<file path="src/rtl/wired_bus_pkg.sv">
`default_nettype none
// +----------------------------------------------------------------------------+
// | wired_bus_pkg                                                              |
// | Shared types and constants for the wired bus resolver.                     |
// | Revision: 1.0                                                              |
// +----------------------------------------------------------------------------+
package wired_bus_pkg;

    typedef enum logic [1:0] {
        MODE_WIRE = 2'd0,
        MODE_WAND = 2'd1,
        MODE_WOR  = 2'd2
    } mode_e;

    typedef enum logic [0:0] {
        IDLE = 1'b0,
        BUSY = 1'b1
    } state_e;

    localparam int CONFLICT_CNT_W = 8;

endpackage
`default_nettype wire

</file>
<file path="src/rtl/wired_bus_resolver_rr_pick.sv">
`default_nettype none
// +----------------------------------------------------------------------------+
// | rr_pick                                                                    |
// | Combinational round-robin selector: first requester after last_owner.     |
// | Revision: 1.0                                                              |
// +----------------------------------------------------------------------------+
module rr_pick #(
    parameter int N  = 4,
    parameter int IW = (N > 1) ? $clog2(N) : 1
) (
    input  logic [N-1:0]  req,
    input  logic [IW-1:0] last_owner,
    output logic [N-1:0]  onehot,
    output logic [IW-1:0] idx,
    output logic          any
);

    logic w_found;

    // Upper segment (above last_owner) first, then wrap to the lower segment.
    always_comb begin
        onehot  = '0;
        idx     = '0;
        w_found = 1'b0;
        for (int i = 0; i < N; i++) begin
            if (!w_found && req[i] && (IW'(i) > last_owner)) begin
                onehot[i] = 1'b1;
                idx       = IW'(i);
                w_found   = 1'b1;
            end
        end
        for (int i = 0; i < N; i++) begin
            if (!w_found && req[i] && (IW'(i) <= last_owner)) begin
                onehot[i] = 1'b1;
                idx       = IW'(i);
                w_found   = 1'b1;
            end
        end
    end

    assign any = |req;

endmodule
`default_nettype wire

</file>
<file path="src/rtl/wired_bus_resolver.sv">
`default_nettype none
// +----------------------------------------------------------------------------+
// | wired_bus_resolver                                                         |
// | Round-robin multi-driver bus with wire/wand/wor resolution and conflict    |
// | flagging. Optional counter: define WIRED_BUS_CONFLICT_CNT_EN.              |
// | Revision: 1.0                                                              |
// +----------------------------------------------------------------------------+
module wired_bus_resolver
    import wired_bus_pkg::*;
#(
    parameter int    NDRV  = 4,
    parameter int    WIDTH = 4,
    parameter mode_e MODE  = MODE_WIRE
) (
    input  logic                      clk,
    input  logic                      rst,
    input  logic [NDRV-1:0]           drv_req,
    input  logic [NDRV-1:0]           drv_en,
    input  logic [NDRV*WIDTH-1:0]     drv_data,
    input  logic [NDRV-1:0]           drv_last,
    output logic [NDRV-1:0]           grant,
    output logic [NDRV-1:0]           drv_ack,
    output logic                      bus_valid,
    output logic [WIDTH-1:0]          bus_data,
    input  logic                      bus_ready,
    output logic                      conflict,
    output logic [CONFLICT_CNT_W-1:0] conflict_cnt
);

    localparam int IW = (NDRV > 1) ? $clog2(NDRV) : 1;

    state_e            r_state;
    state_e            w_state_nxt;
    logic [NDRV-1:0]   r_grant;
    logic [NDRV-1:0]   w_grant_nxt;
    logic [IW-1:0]     r_owner;
    logic [IW-1:0]     w_owner_nxt;
    logic [IW-1:0]     r_last_owner;
    logic [IW-1:0]     w_last_owner_nxt;

    logic [NDRV-1:0]   w_pick_onehot;
    logic [IW-1:0]     w_pick_idx;
    logic              w_pick_any;

    logic              w_space;
    logic              w_capture;
    logic              w_release;

    logic [WIDTH-1:0]  w_owner_data;
    logic [WIDTH-1:0]  w_and;
    logic [WIDTH-1:0]  w_or;
    logic [WIDTH-1:0]  w_resolved;
    logic              w_conflict;

    logic              r_bus_valid;
    logic [WIDTH-1:0]  r_bus_data;
    logic              r_conflict;

    rr_pick #(
        .N  (NDRV),
        .IW (IW)
    ) u_rr_pick (
        .req        (drv_req),
        .last_owner (r_last_owner),
        .onehot     (w_pick_onehot),
        .idx        (w_pick_idx),
        .any        (w_pick_any)
    );

    assign w_space   = !r_bus_valid || bus_ready;
    assign drv_ack   = (r_state == BUSY) ? (r_grant & drv_req & {NDRV{w_space}}) : '0;
    assign w_capture = |drv_ack;
    assign w_release = |(drv_ack & drv_last);

    always_comb begin
        w_state_nxt      = r_state;
        w_grant_nxt      = r_grant;
        w_owner_nxt      = r_owner;
        w_last_owner_nxt = r_last_owner;
        case (r_state)
            IDLE: begin
                if (w_pick_any) begin
                    w_state_nxt = BUSY;
                    w_grant_nxt = w_pick_onehot;
                    w_owner_nxt = w_pick_idx;
                end
            end
            BUSY: begin
                // Ownership ends only on an accepted last beat; a dropped req just stalls.
                if (w_release) begin
                    w_state_nxt      = IDLE;
                    w_grant_nxt      = '0;
                    w_last_owner_nxt = r_owner;
                end
            end
            default: begin
                w_state_nxt = IDLE;
                w_grant_nxt = '0;
            end
        endcase
    end

    always_ff @(posedge clk) begin
        if (rst) begin
            r_state      <= IDLE;
            r_grant      <= '0;
            r_owner      <= '0;
            r_last_owner <= IW'(NDRV - 1);
        end else begin
            r_state      <= w_state_nxt;
            r_grant      <= w_grant_nxt;
            r_owner      <= w_owner_nxt;
            r_last_owner <= w_last_owner_nxt;
        end
    end

    // Contributors are the owner plus every co-driver with drv_en set.
    always_comb begin
        w_owner_data = '0;
        w_and        = '1;
        w_or         = '0;
        w_conflict   = 1'b0;
        for (int i = 0; i < NDRV; i++) begin
            if (r_grant[i]) begin
                w_owner_data = drv_data[i*WIDTH +: WIDTH];
            end
        end
        for (int i = 0; i < NDRV; i++) begin
            if (r_grant[i] || drv_en[i]) begin
                w_and = w_and & drv_data[i*WIDTH +: WIDTH];
                w_or  = w_or  | drv_data[i*WIDTH +: WIDTH];
            end
            if (drv_en[i] && !r_grant[i] && (drv_data[i*WIDTH +: WIDTH] != w_owner_data)) begin
                w_conflict = 1'b1;
            end
        end
        case (MODE)
            MODE_WAND: w_resolved = w_and;
            MODE_WOR:  w_resolved = w_or;
            default:   w_resolved = w_owner_data;
        endcase
    end

    always_ff @(posedge clk) begin
        if (rst) begin
            r_bus_valid <= 1'b0;
            r_bus_data  <= '0;
            r_conflict  <= 1'b0;
        end else if (w_capture) begin
            r_bus_valid <= 1'b1;
            r_bus_data  <= w_resolved;
            r_conflict  <= w_conflict;
        end else if (bus_ready) begin
            r_bus_valid <= 1'b0;
        end
    end

`ifdef WIRED_BUS_CONFLICT_CNT_EN
    logic [CONFLICT_CNT_W-1:0] r_conflict_cnt;

    always_ff @(posedge clk) begin
        if (rst) begin
            r_conflict_cnt <= '0;
        end else if (w_capture && w_conflict && (r_conflict_cnt != '1)) begin
            r_conflict_cnt <= r_conflict_cnt + 1'b1;
        end
    end

    assign conflict_cnt = r_conflict_cnt;
`else
    assign conflict_cnt = '0;
`endif

    assign grant     = r_grant;
    assign bus_valid = r_bus_valid;
    assign bus_data  = r_bus_data;
    assign conflict  = r_conflict;

endmodule
`default_nettype wire

</file>
<file path="config.mk">
export PLATFORM = sky130hd
export DESIGN_NAME = wired_bus_resolver
export DESIGN_NICKNAME = d
export VERILOG_FILES = /design/src/rtl/wired_bus_pkg.sv /design/src/rtl/wired_bus_resolver_rr_pick.sv /design/src/rtl/wired_bus_resolver.sv
export SDC_FILE = /design/constraint.sdc
export NUM_CORES = 1
export LEC_CHECK = 0
export ABC_AREA = 1
export BUFFER_PORTS_ARGS = -buffer_cell sky130_fd_sc_hd__buf_4
export CAP_MARGIN = 25
export CORE_ASPECT_RATIO = 1.4
export CORE_UTILIZATION = 45
export DETAILED_ROUTE_END_ITERATION = 16
export PLACE_DENSITY = 0.77
export SETUP_SLACK_MARGIN = 0.4
export SYNTH_ARGS = -nofsm -noshare
export SYNTH_HDL_FRONTEND = slang
export SYNTH_HIERARCHICAL = 1
export SYNTH_SLANG_ARGS = --single-unit
</file>
<file path="constraint.sdc">
create_clock -name clk -period 1.4 [get_ports clk]
set_clock_uncertainty 0.05 [all_clocks]
set_input_delay 0.21 -clock clk [delete_from_list [all_inputs] [get_ports clk]]
set_output_delay 0.21 -clock clk [all_outputs]
set_load 0.005 [all_outputs]
</file>
==> out/metrics.cfg, run 1 <==
[critical_path]
crit_fanout=7
cpMostUsedCell=nand2_1
worst_ep_required_time_ns=1.50
worstSetupPathType=register to register
crit_path_start_kind=register
worstSetupEndpointType=register
worst_path_max_delay_cell=dfxtp_4
cp.arrival_ns=1.65
slowest_delay_ns=0.40
crit_family=simple AND/OR/NAND/NOR gates
crit_buf_inv=1
worstPathCellList=inv_2 -> nand2_1 -> nand3_4 -> nand2_4 -> nand2_4 -> nand2_1 -> nand2_1 -> nor2_1 -> nand2_1 -> nand2_1 -> nand3_1 -> nor2_1 -> nor2_1

[power]
internal-power_uw=916
powerDensity_nw_per_um2=637
p_comb_frac=0.405
peakVddDrop_mv=0.654
p_total_mw=1.43
power.switching_uw=512
p_leak_nw=1.21
p_clk_frac=0.261
swShare=0.358
seqPwrFrac=0.334

[cells_and_area]
finalNonFillerCells=346
antenna_cells=0
drive_gt1_frac=0.453
fillerInstances=228
syn2layout_area_growth_pct=57.4
final_core_utilization=0.763
num-nets-final=341

[sta]
setup_violations=14
fin_crit_ns=1.56
fmax_mhz=642
slew_viol_final=0
finalHoldViolCount=0
whs_ns=0.113
grt_setup_unrepaired=yes
period_share=1.11
fin_ws_ns=-0.158

[grt]
grt_max_degree=11
grt.overflow.total=0
antenna_found_initial=0
grt_pass1_vias=1699
grt_use_total=0.281
grt_first_pass_wirelength_mm=7.20

[routing]
first_iter_violations=83
ant_nets=0
routed_wl_mm=4.76
dr_total_vias=1790
via_per_inst=5.17
drt_first_pass_iters=5
drc_errors=0
wire_per_inst_um=13.8

[yosys]
async_flop_share=0
synth-seq-area-share=0.211
synthCells=238
ys_warn_count=6
synth.most_common_cell=nand2_1
syn_area_per_cell_um2=5.98
yosysUniqueCellTypes=23
synth_edf_count=0
synth_commonest_cells=nand2_1, inv_1, nand3_1
synth_seq_cells=15
netlist_area_um2=1420
yosysTopAreaCell=dfxtp_1
synth_top_cell_area_share=0.211
synth-main-ff-cell=dfxtp_1
ys_top_cells_by_area=dfxtp_1, nand2_1, nand3_1, inv_1, nor2_1

[die]
core-area_um2=2940
die-area_um2=3400
rows=23
die_h_um=68.6
start_util=0.485
chipWidth_um=49.5
io_pins=53

[place]
numPortBuffers=44
place_congestion=0.979
place_inst=334
post-dp-hpwl_mm=3.25
pre_cts_ws_ns=-0.173

[clock_tree]
numCtsBuffers=3
root_buffer=clkbuf_8
cts_tree=done
hold_buffers=0
clock-sinks=15
clkSlewWorstSetupHoldPaths_ns=0.07
cts_htree_levels=1
clk_path_buf_depth=2
insertion_delay_ns=0.25

[min_path]
hp-class=input pin to register

[outcome]
status=complete, but fails checks
violations=negative setup slack

[job]
max_cap_viol_count=0

## registers in the layout, summed over array words and instances (netlist names)
| register | count |
|---|---|
| r_state | 1 |
| conflict | 1 |
| grant | 4 |
| r_owner | 2 |
| bus_valid | 1 |
| bus_data | 4 |
| r_last_owner | 2 |
## stage by stage
step	area, um^2	setup TNS [ns]
2_1_floorplan	1480	0
6_report	2240	-0.639
3_3_place_gp	1900	-0.192
4_1_cts	2120	-0.531
3_5_place_dp	1900	-0.314
5_1_grt	2240	-2.08
## placed cells by master, fill, tap and decap left out, types with 7 or more instances in the layout
cell type,instances
buf_6,20
inv_1,29
nor2_1,20
conb_1,8
nand3_1,24
nand2_4,10
inv_2,8
buf_4,51
nand2_1,58
nand2_2,7
## power by group through the flow
stage,Combinational [mW],Sequential (mW),Clock [mW]
2_1_floorplan,0.296,0.482,0
3_3_place_gp,0.477,0.486,0
3_5_place_dp,0.481,0.487,0
4_1_cts,0.533,0.475,0.373
5_1_grt,0.635,0.480,0.396
6_report,0.579,0.476,0.373
## layout make-up
| cell class | count | area (um^2) | area share |
|---|---|---|---|
| Clock buffer | 3 | 41.3 | 0.0184 |
| Multi-Input combinational cell | 179 | 1050 | 0.468 |
| Tap cell | 37 | 46.3 | 0.0207 |
| Inverter | 39 | 151 | 0.0676 |
| Clock inverter | 1 | 5.00 | 0.00223 |
| Sequential cell | 15 | 325 | 0.145 |
| Timing Repair Buffer | 72 | 623 | 0.278 |
## cells by family after synthesis
logic type      share of synthesized area
flops                               0.211
other cells                       0.00263
compound gates                      0.105
simple gates                        0.496
xor+xnor                           0.0123
buf+inv                             0.174
## worst paths after layout
path / from / to / slack, ns / depth (start not counted)
setup / recovery: grant[1] / conflict / -0.16 / 13
hold / removal: rst / grant[2] / 0.11 / 2
setup reg to reg: grant[1] / conflict / -0.16 / 13
hold reg to reg: r_owner[0] / r_last_owner[0] / 0.42 / 2
## layer usage
layer | GRT usage | routed length [um] | up-vias
li1 | - | - | 880
met5 | 0 | 0 | -
met2 | 0.541 | 2620 | 68
met1 | 0.285 | 1770 | 822
met3 | 0.0351 | 173 | 20
met4 | 0.186 | 199 | 0
## what timing repair did
item / 4_1_cts / 5_1_grt
resized for setup: 43 / 28
buffers inserted: 5 / 2
pin swaps: 15 / 14
setup endpoints to repair: 23 / 25
cloned: 1 / 0
No activity file was read; power rests on OpenSTA's default activity.
==> inputs of run 2 (changes only) <==
HOLD_SLACK_MARGIN = 0.1   (was default)
SKIP_CTS_REPAIR_TIMING = 1   (was default)
==> out/metrics.cfg, run 2 (same netlist as run 1, synthesis figures left out) <==
[critical_path]
slowest_delay_ns=0.33  ; -0.07 ns
worstSetupEndpointType=register
worstSetupPathType=register to register
crit_fanout=6  ; -1
worst_ep_required_time_ns=1.50  ; about the same
cpMostUsedCell=nand2_1
r2r_start=grant[2]
worst_path_max_delay_cell=dfxtp_2
crit_path_start_kind=register
worstPathCellList=buf_6 -> a21oi_4 -> nand2_2 -> nand2_4 -> nand2_4 -> nand2_1 -> nand2_1 -> nor2_1 -> nand2_1 -> nand2_1 -> nand3_1 -> nor2_1 -> nor2_1
rr_worst_depth=13  ; unchanged
r2r_end=conflict
cp.arrival_ns=1.67  ; +0.02 ns
r2r_slack_ns=-0.18  ; -0.02 ns

[power]
swShare=0.347  ; -0.0110
p_clk_frac=0.261  ; about the same
p_comb_frac=0.398  ; -0.007
powerDensity_nw_per_um2=651  ; +2.1%
internal-power_uw=905  ; -1.3%
seqPwrFrac=0.341  ; +0.007
power.switching_uw=482  ; -5.9%
p_leak_nw=1.18  ; -2.0%
peakVddDrop_mv=0.631  ; -3.6%

[min_path]
hp-class=input pin to register
hold-path-endpoint=grant[1]
hold_depth=2  ; unchanged
min-delay-start=rst

[die]
chipWidth_um=49.5  ; unchanged
die_h_um=68.6  ; unchanged
die-area_um2=3400  ; unchanged
io_pins=53  ; unchanged
start_util=0.485  ; unchanged
rows=23  ; unchanged
core-area_um2=2940  ; unchanged

[outcome]
violations=negative setup slack
status=complete, but fails checks

[cells_and_area]
fillerInstances=254  ; +11%
final_cell_mix=buf_4, nand2_1, inv_1
final_common_cell=buf_4
num-nets-final=341  ; unchanged
syn2layout_area_growth_pct=49.6
drive_gt1_frac=0.421  ; -0.0324
antenna_cells=0  ; unchanged

[job]
max_cap_viol_count=0  ; unchanged

[grt]
grt_max_degree=13  ; +2
grt.overflow.total=0  ; unchanged
antenna_found_initial=0  ; unchanged
grt_use_total=0.250  ; -0.0310
grt_pass1_vias=1521  ; -10%
grt_first_pass_wirelength_mm=6.42  ; -11%

[clock_tree]
clkSlewWorstSetupHoldPaths_ns=0.06  ; about the same
root_buffer=clkbuf_8
cts_tree=done
clk_path_buf_depth=2  ; unchanged
numCtsBuffers=3  ; unchanged
clock-sinks=15  ; unchanged
insertion_delay_ns=0.25  ; about the same
cts_htree_levels=1  ; unchanged

[routing]
wire_per_inst_um=12.9  ; -6.3%
dr_total_vias=1759  ; -1.7%
drt_first_pass_iters=4  ; -1
via_per_inst=5.08  ; -1.7%
first_iter_violations=79  ; -4.8%
routed_wl_mm=4.46  ; -6.3%
drc_errors=0  ; unchanged
ant_nets=0  ; unchanged

[sta]
setup_violations=11  ; -3
fin_ws_ns=-0.175  ; -0.0172 ns
grt_setup_unrepaired=yes
slew_viol_final=0  ; unchanged
fmax_mhz=635  ; -1.1%
period_share=1.13  ; +0.0123
fin_setup_tns_ns=-0.666  ; -0.0268 ns
fin_crit_ns=1.58  ; +0.0172 ns
finalHoldViolCount=0  ; unchanged

[place]
post-dp-hpwl_mm=3.25  ; unchanged
pre_cts_ws_ns=-0.173  ; unchanged
place_congestion=0.979  ; unchanged
numPortBuffers=44  ; unchanged

[run 2: cell types whose count changed in the layout (fill, tap and decap cells not counted), moves of 2 or more]
cell	previous run	this run
buf_6	20	8
dfxtp_1	5	8
nand3_4	2	0
o21ai_1	3	1
o21ai_0	4	9
dfxtp_2	5	3
buf_4	51	63
nor2_1	20	22
o21ai_2	3	0
nand3_2	6	8
[run 2: layout make-up]
cell class                      count  area, um^2  share of cell area
Clock buffer                        3        41.3              0.0194
Timing Repair Buffer               72         583               0.274
Multi-Input combinational cell    179         987               0.463
Inverter                           39         149              0.0699
Sequential cell                    15         319               0.150
Tap cell                           37        46.3              0.0217
Clock inverter                      1        5.00             0.00235
[run 2: worst max-delay path by stage]
stage	start	endpoint	cells after the start	slack [ns]
after floorplan	grant[0]	conflict	13	0.02
after global placement	grant[2]	conflict	13	-0.17
after detailed placement	grant[2]	conflict	13	-0.17
after CTS	grant[2]	conflict	13	-0.19
after global routing	grant[1]	conflict	13	-0.28
final	grant[2]	conflict	13	-0.18
[run 2: stage by stage]
stage	hold WS, ns	power [mW]	utilization	cells	cell area (um^2)
2_1_floorplan	0.222	0.778	-	245	1480
3_3_place_gp	0.362	0.963	0.647	334	1900
3_5_place_dp	0.371	0.968	0.647	334	1900
4_1_cts	0.0996	1.33	0.663	338	1950
5_1_grt	0.113	1.47	0.726	346	2130
6_report	0.107	1.39	0.726	346	2130
[run 2: power by group through the flow]
stage / logic, mW / clock network [mW] / registers [mW]
2_1_floorplan: 0.296 / 0 / 0.482
3_3_place_gp: 0.477 / 0 / 0.486
3_5_place_dp: 0.481 / 0 / 0.487
4_1_cts: 0.483 / 0.373 / 0.478
5_1_grt: 0.607 / 0.383 / 0.476
6_report: 0.551 / 0.362 / 0.473
[run 2: routing by layer]
metal | wire, um | share of wire | vias to the layer above | track usage
li1 | - | - | 885 | -
met1 | 1690 | 0.38 | 796 | 0.267
met2 | 2410 | 0.54 | 59 | 0.480
met3 | 147 | 0.033 | 19 | 0.0219
met4 | 211 | 0.047 | 0 | 0.146
met5 | 0 | 0 | - | 0
[run 2: critical path, delay by kind of cell (launching register included)]
kind | cells | cell delay (ns)
and+or+nand+nor | 11 | 0.83
DFF | 1 | 0.33
AOI/OAI and AO/OA | 1 | 0.11
buffers and inverters | 1 | 0.13
==> inputs of run 3 (changes only) <==
ABC_AREA = default   (was 1)
CORE_UTILIZATION = 44   (was 45)
PLACE_DENSITY = 0.76   (was 0.77)
==> out/metrics.cfg, run 3 <==
[outcome]
status=complete, but fails checks
violations=negative setup slack

[sta]
setup_violations=15  ; +4
fin_ws_ns=-0.446  ; -0.271 ns
fmax_mhz=542  ; -15%
slew_viol_final=0  ; unchanged
finalHoldViolCount=0  ; unchanged
fin_crit_ns=1.85  ; +0.271 ns
grt_setup_unrepaired=yes
period_share=1.32  ; +0.194

[clock_tree]
cts_tree=done
numCtsBuffers=3  ; unchanged
clk_path_buf_depth=2  ; unchanged
clkSlewWorstSetupHoldPaths_ns=0.06  ; about the same
insertion_delay_ns=0.25  ; about the same
clock-sinks=15  ; unchanged
cts_htree_levels=1  ; unchanged
root_buffer=clkbuf_8

[yosys]
synth-seq-area-share=0.222  ; +0.0111
ys_top_cells_by_area=dfxtp_1, a21oi_1, xnor2_1, xor2_1, nand2b_1
yosysTopAreaCell=dfxtp_1
syn_area_per_cell_um2=8.30  ; +39%
synth-main-ff-cell=dfxtp_1
netlist_area_um2=1350  ; -5.0%
ys_warn_count=6  ; unchanged
async_flop_share=0  ; unchanged
synth_top_cell_area_share=0.222  ; +0.0111
yosysUniqueCellTypes=46  ; +100%
synth.most_common_cell=a21oi_1
synth_commonest_cells=a21oi_1, dfxtp_1, nor2_1
synth_edf_count=0  ; unchanged
synth_seq_cells=15  ; unchanged
synthCells=163  ; -32%

[place]
numPortBuffers=44  ; unchanged
place_congestion=0.922  ; -5.9%
pre_cts_ws_ns=-0.527  ; -0.355 ns
post-dp-hpwl_mm=3.15  ; -3.0%

[critical_path]
endpoint=conflict
rr_worst_depth=7  ; -6
r2r_slack_ns=-0.45  ; -0.27 ns
crit_fanout=5  ; -1
worstSetupEndpointType=register
critPathLaunch=grant[1]
r2r_start=grant[1]
r2r_end=conflict
crit_path_start_kind=register
cp.arrival_ns=1.92  ; +0.25 ns
worstSetupPathType=register to register
worst_ep_required_time_ns=1.48  ; -0.02 ns

[grt]
grt_pass1_vias=1425  ; -6.3%
grt_first_pass_wirelength_mm=5.93  ; -7.5%
grt_max_degree=16  ; +3
grt_use_total=0.236  ; -0.0142
antenna_found_initial=0  ; unchanged
grt.overflow.total=0  ; unchanged

[cells_and_area]
fillerInstances=201  ; -21%
final_cell_mix=buf_4, buf_6, nor2_1, nand2_1, a21oi_2
syn2layout_area_growth_pct=64.0
drive_gt1_frac=0.553  ; +0.132
num-nets-final=278  ; -18%
final_core_utilization=0.763  ; +0.0373
final_common_cell=buf_4
multi_input_area_um2=1090  ; +11%
antenna_cells=0  ; unchanged
regArea_um2=314  ; -1.6%

[routing]
dr_total_vias=1499  ; -15%
routed_wl_mm=4.35  ; -2.4%
ant_nets=0  ; unchanged
first_iter_violations=38  ; -52%
via_per_inst=5.30  ; +4.2%
wire_per_inst_um=15.4  ; +19%
drc_errors=0  ; unchanged
drt_first_pass_iters=4  ; unchanged

[power]
powerDensity_nw_per_um2=618  ; -5.0%
p_leak_nw=0.969  ; -18%
p_clk_frac=0.257  ; -0.004
peakVddDrop_mv=0.578  ; -8.3%
power.switching_uw=415  ; -14%
seqPwrFrac=0.337  ; -0.004
internal-power_uw=956  ; +5.7%
swShare=0.303  ; -0.0447
p_comb_frac=0.406  ; +0.008

[min_path]
hp-class=input pin to register

[die]
rows=23  ; unchanged
die-area_um2=3300  ; -2.7%
chipWidth_um=48.9  ; -1.4%
io_pins=53  ; unchanged
start_util=0.465  ; -0.0197
core-area_um2=2910  ; -0.98%
die_h_um=67.6  ; -1.4%

[job]
max_cap_viol_count=0  ; unchanged

-- run 3: cell count changes in the layout (fill, tap and decap cells not counted), moves of 9 or more --
cell and change:
nand2_1 -47, inv_1 -27, nand3_1 -21, nor2_1 -11
nand2_4 -9
-- run 3: area by class of cell --
class	instances	area share
Clock buffer	4	0.0203
Multi-Input combinational cell	139	0.493
Inverter	3	0.00508
Timing Repair Buffer	85	0.319
Tap cell	37	0.0209
Sequential cell	15	0.142
-- run 3: worst max-delay path, cell delays in order, from the launching register on --
cell and delay, ns:
dfxtp_4 0.37, buf_12 0.13, a22o_2 0.28, nor2_2 0.11, mux2i_1 0.22, nand4_1 0.12, a222oi_1 0.33, a221oi_1 0.12
-- run 3: how the worst min path moves through the flow --
stage          startpoint    endpoint  slack, ns  depth (start not counted)
3_5_place_dp   r_owner[0]  r_owner[0]       0.41                          2
5_1_grt         bus_ready   bus_valid       0.19                          3
3_3_place_gp   r_owner[1]  r_owner[1]       0.39                          2
4_1_cts               rst    grant[2]       0.20                          2
2_1_floorplan         rst    grant[0]       0.23                          1
6_report        bus_ready   bus_valid       0.20                          3
-- run 3: power groups by stage --
stage | registers [mW] | clock network [mW] | logic (mW)
global route | 0.464 | 0.380 | 0.597
detailed placement | 0.472 | 0 | 0.477
CTS | 0.463 | 0.351 | 0.480
floorplan | 0.472 | 0 | 0.267
global placement | 0.471 | 0 | 0.466
finish | 0.462 | 0.353 | 0.556
-- run 3: metal layers --
metal	global-route usage	vias to the layer above	routed length, um
li1	-	730	-
met1	0.226	697	1600
met2	0.481	54	2460
met3	0.0360	18	138
met4	0.125	0	153
met5	0	-	0
-- run 3: cells by family (layout without fill, tap and decap cells) --
logic type / after synthesis / count (layout) / share of synthesized area
DFF: 15 / 15 / 0.222
xor gates and xnor gates: 16 / 16 / 0.104
buffers and inverters: 16 / 92 / 0.105
muxes: 4 / 4 / 0.0296
other: 1 / 8 / 0.00277
and+or+nand+nor: 69 / 69 / 0.295
AOI/OAI and AO/OA: 42 / 42 / 0.242
-- run 3: through the flow --
step | setup TNS, ns | hold slack, ns | total power, mW | area (um^2) | cells
global placement | -4.52 | 0.393 | 0.937 | 1950 | 272
detailed placement | -4.87 | 0.411 | 0.949 | 1950 | 272
finish | -4.40 | 0.201 | 1.37 | 2220 | 283
global route | -5.38 | 0.192 | 1.44 | 2220 | 283
floorplan | -2.67 | 0.229 | 0.739 | 1440 | 170
CTS | -4.11 | 0.199 | 1.29 | 2000 | 276
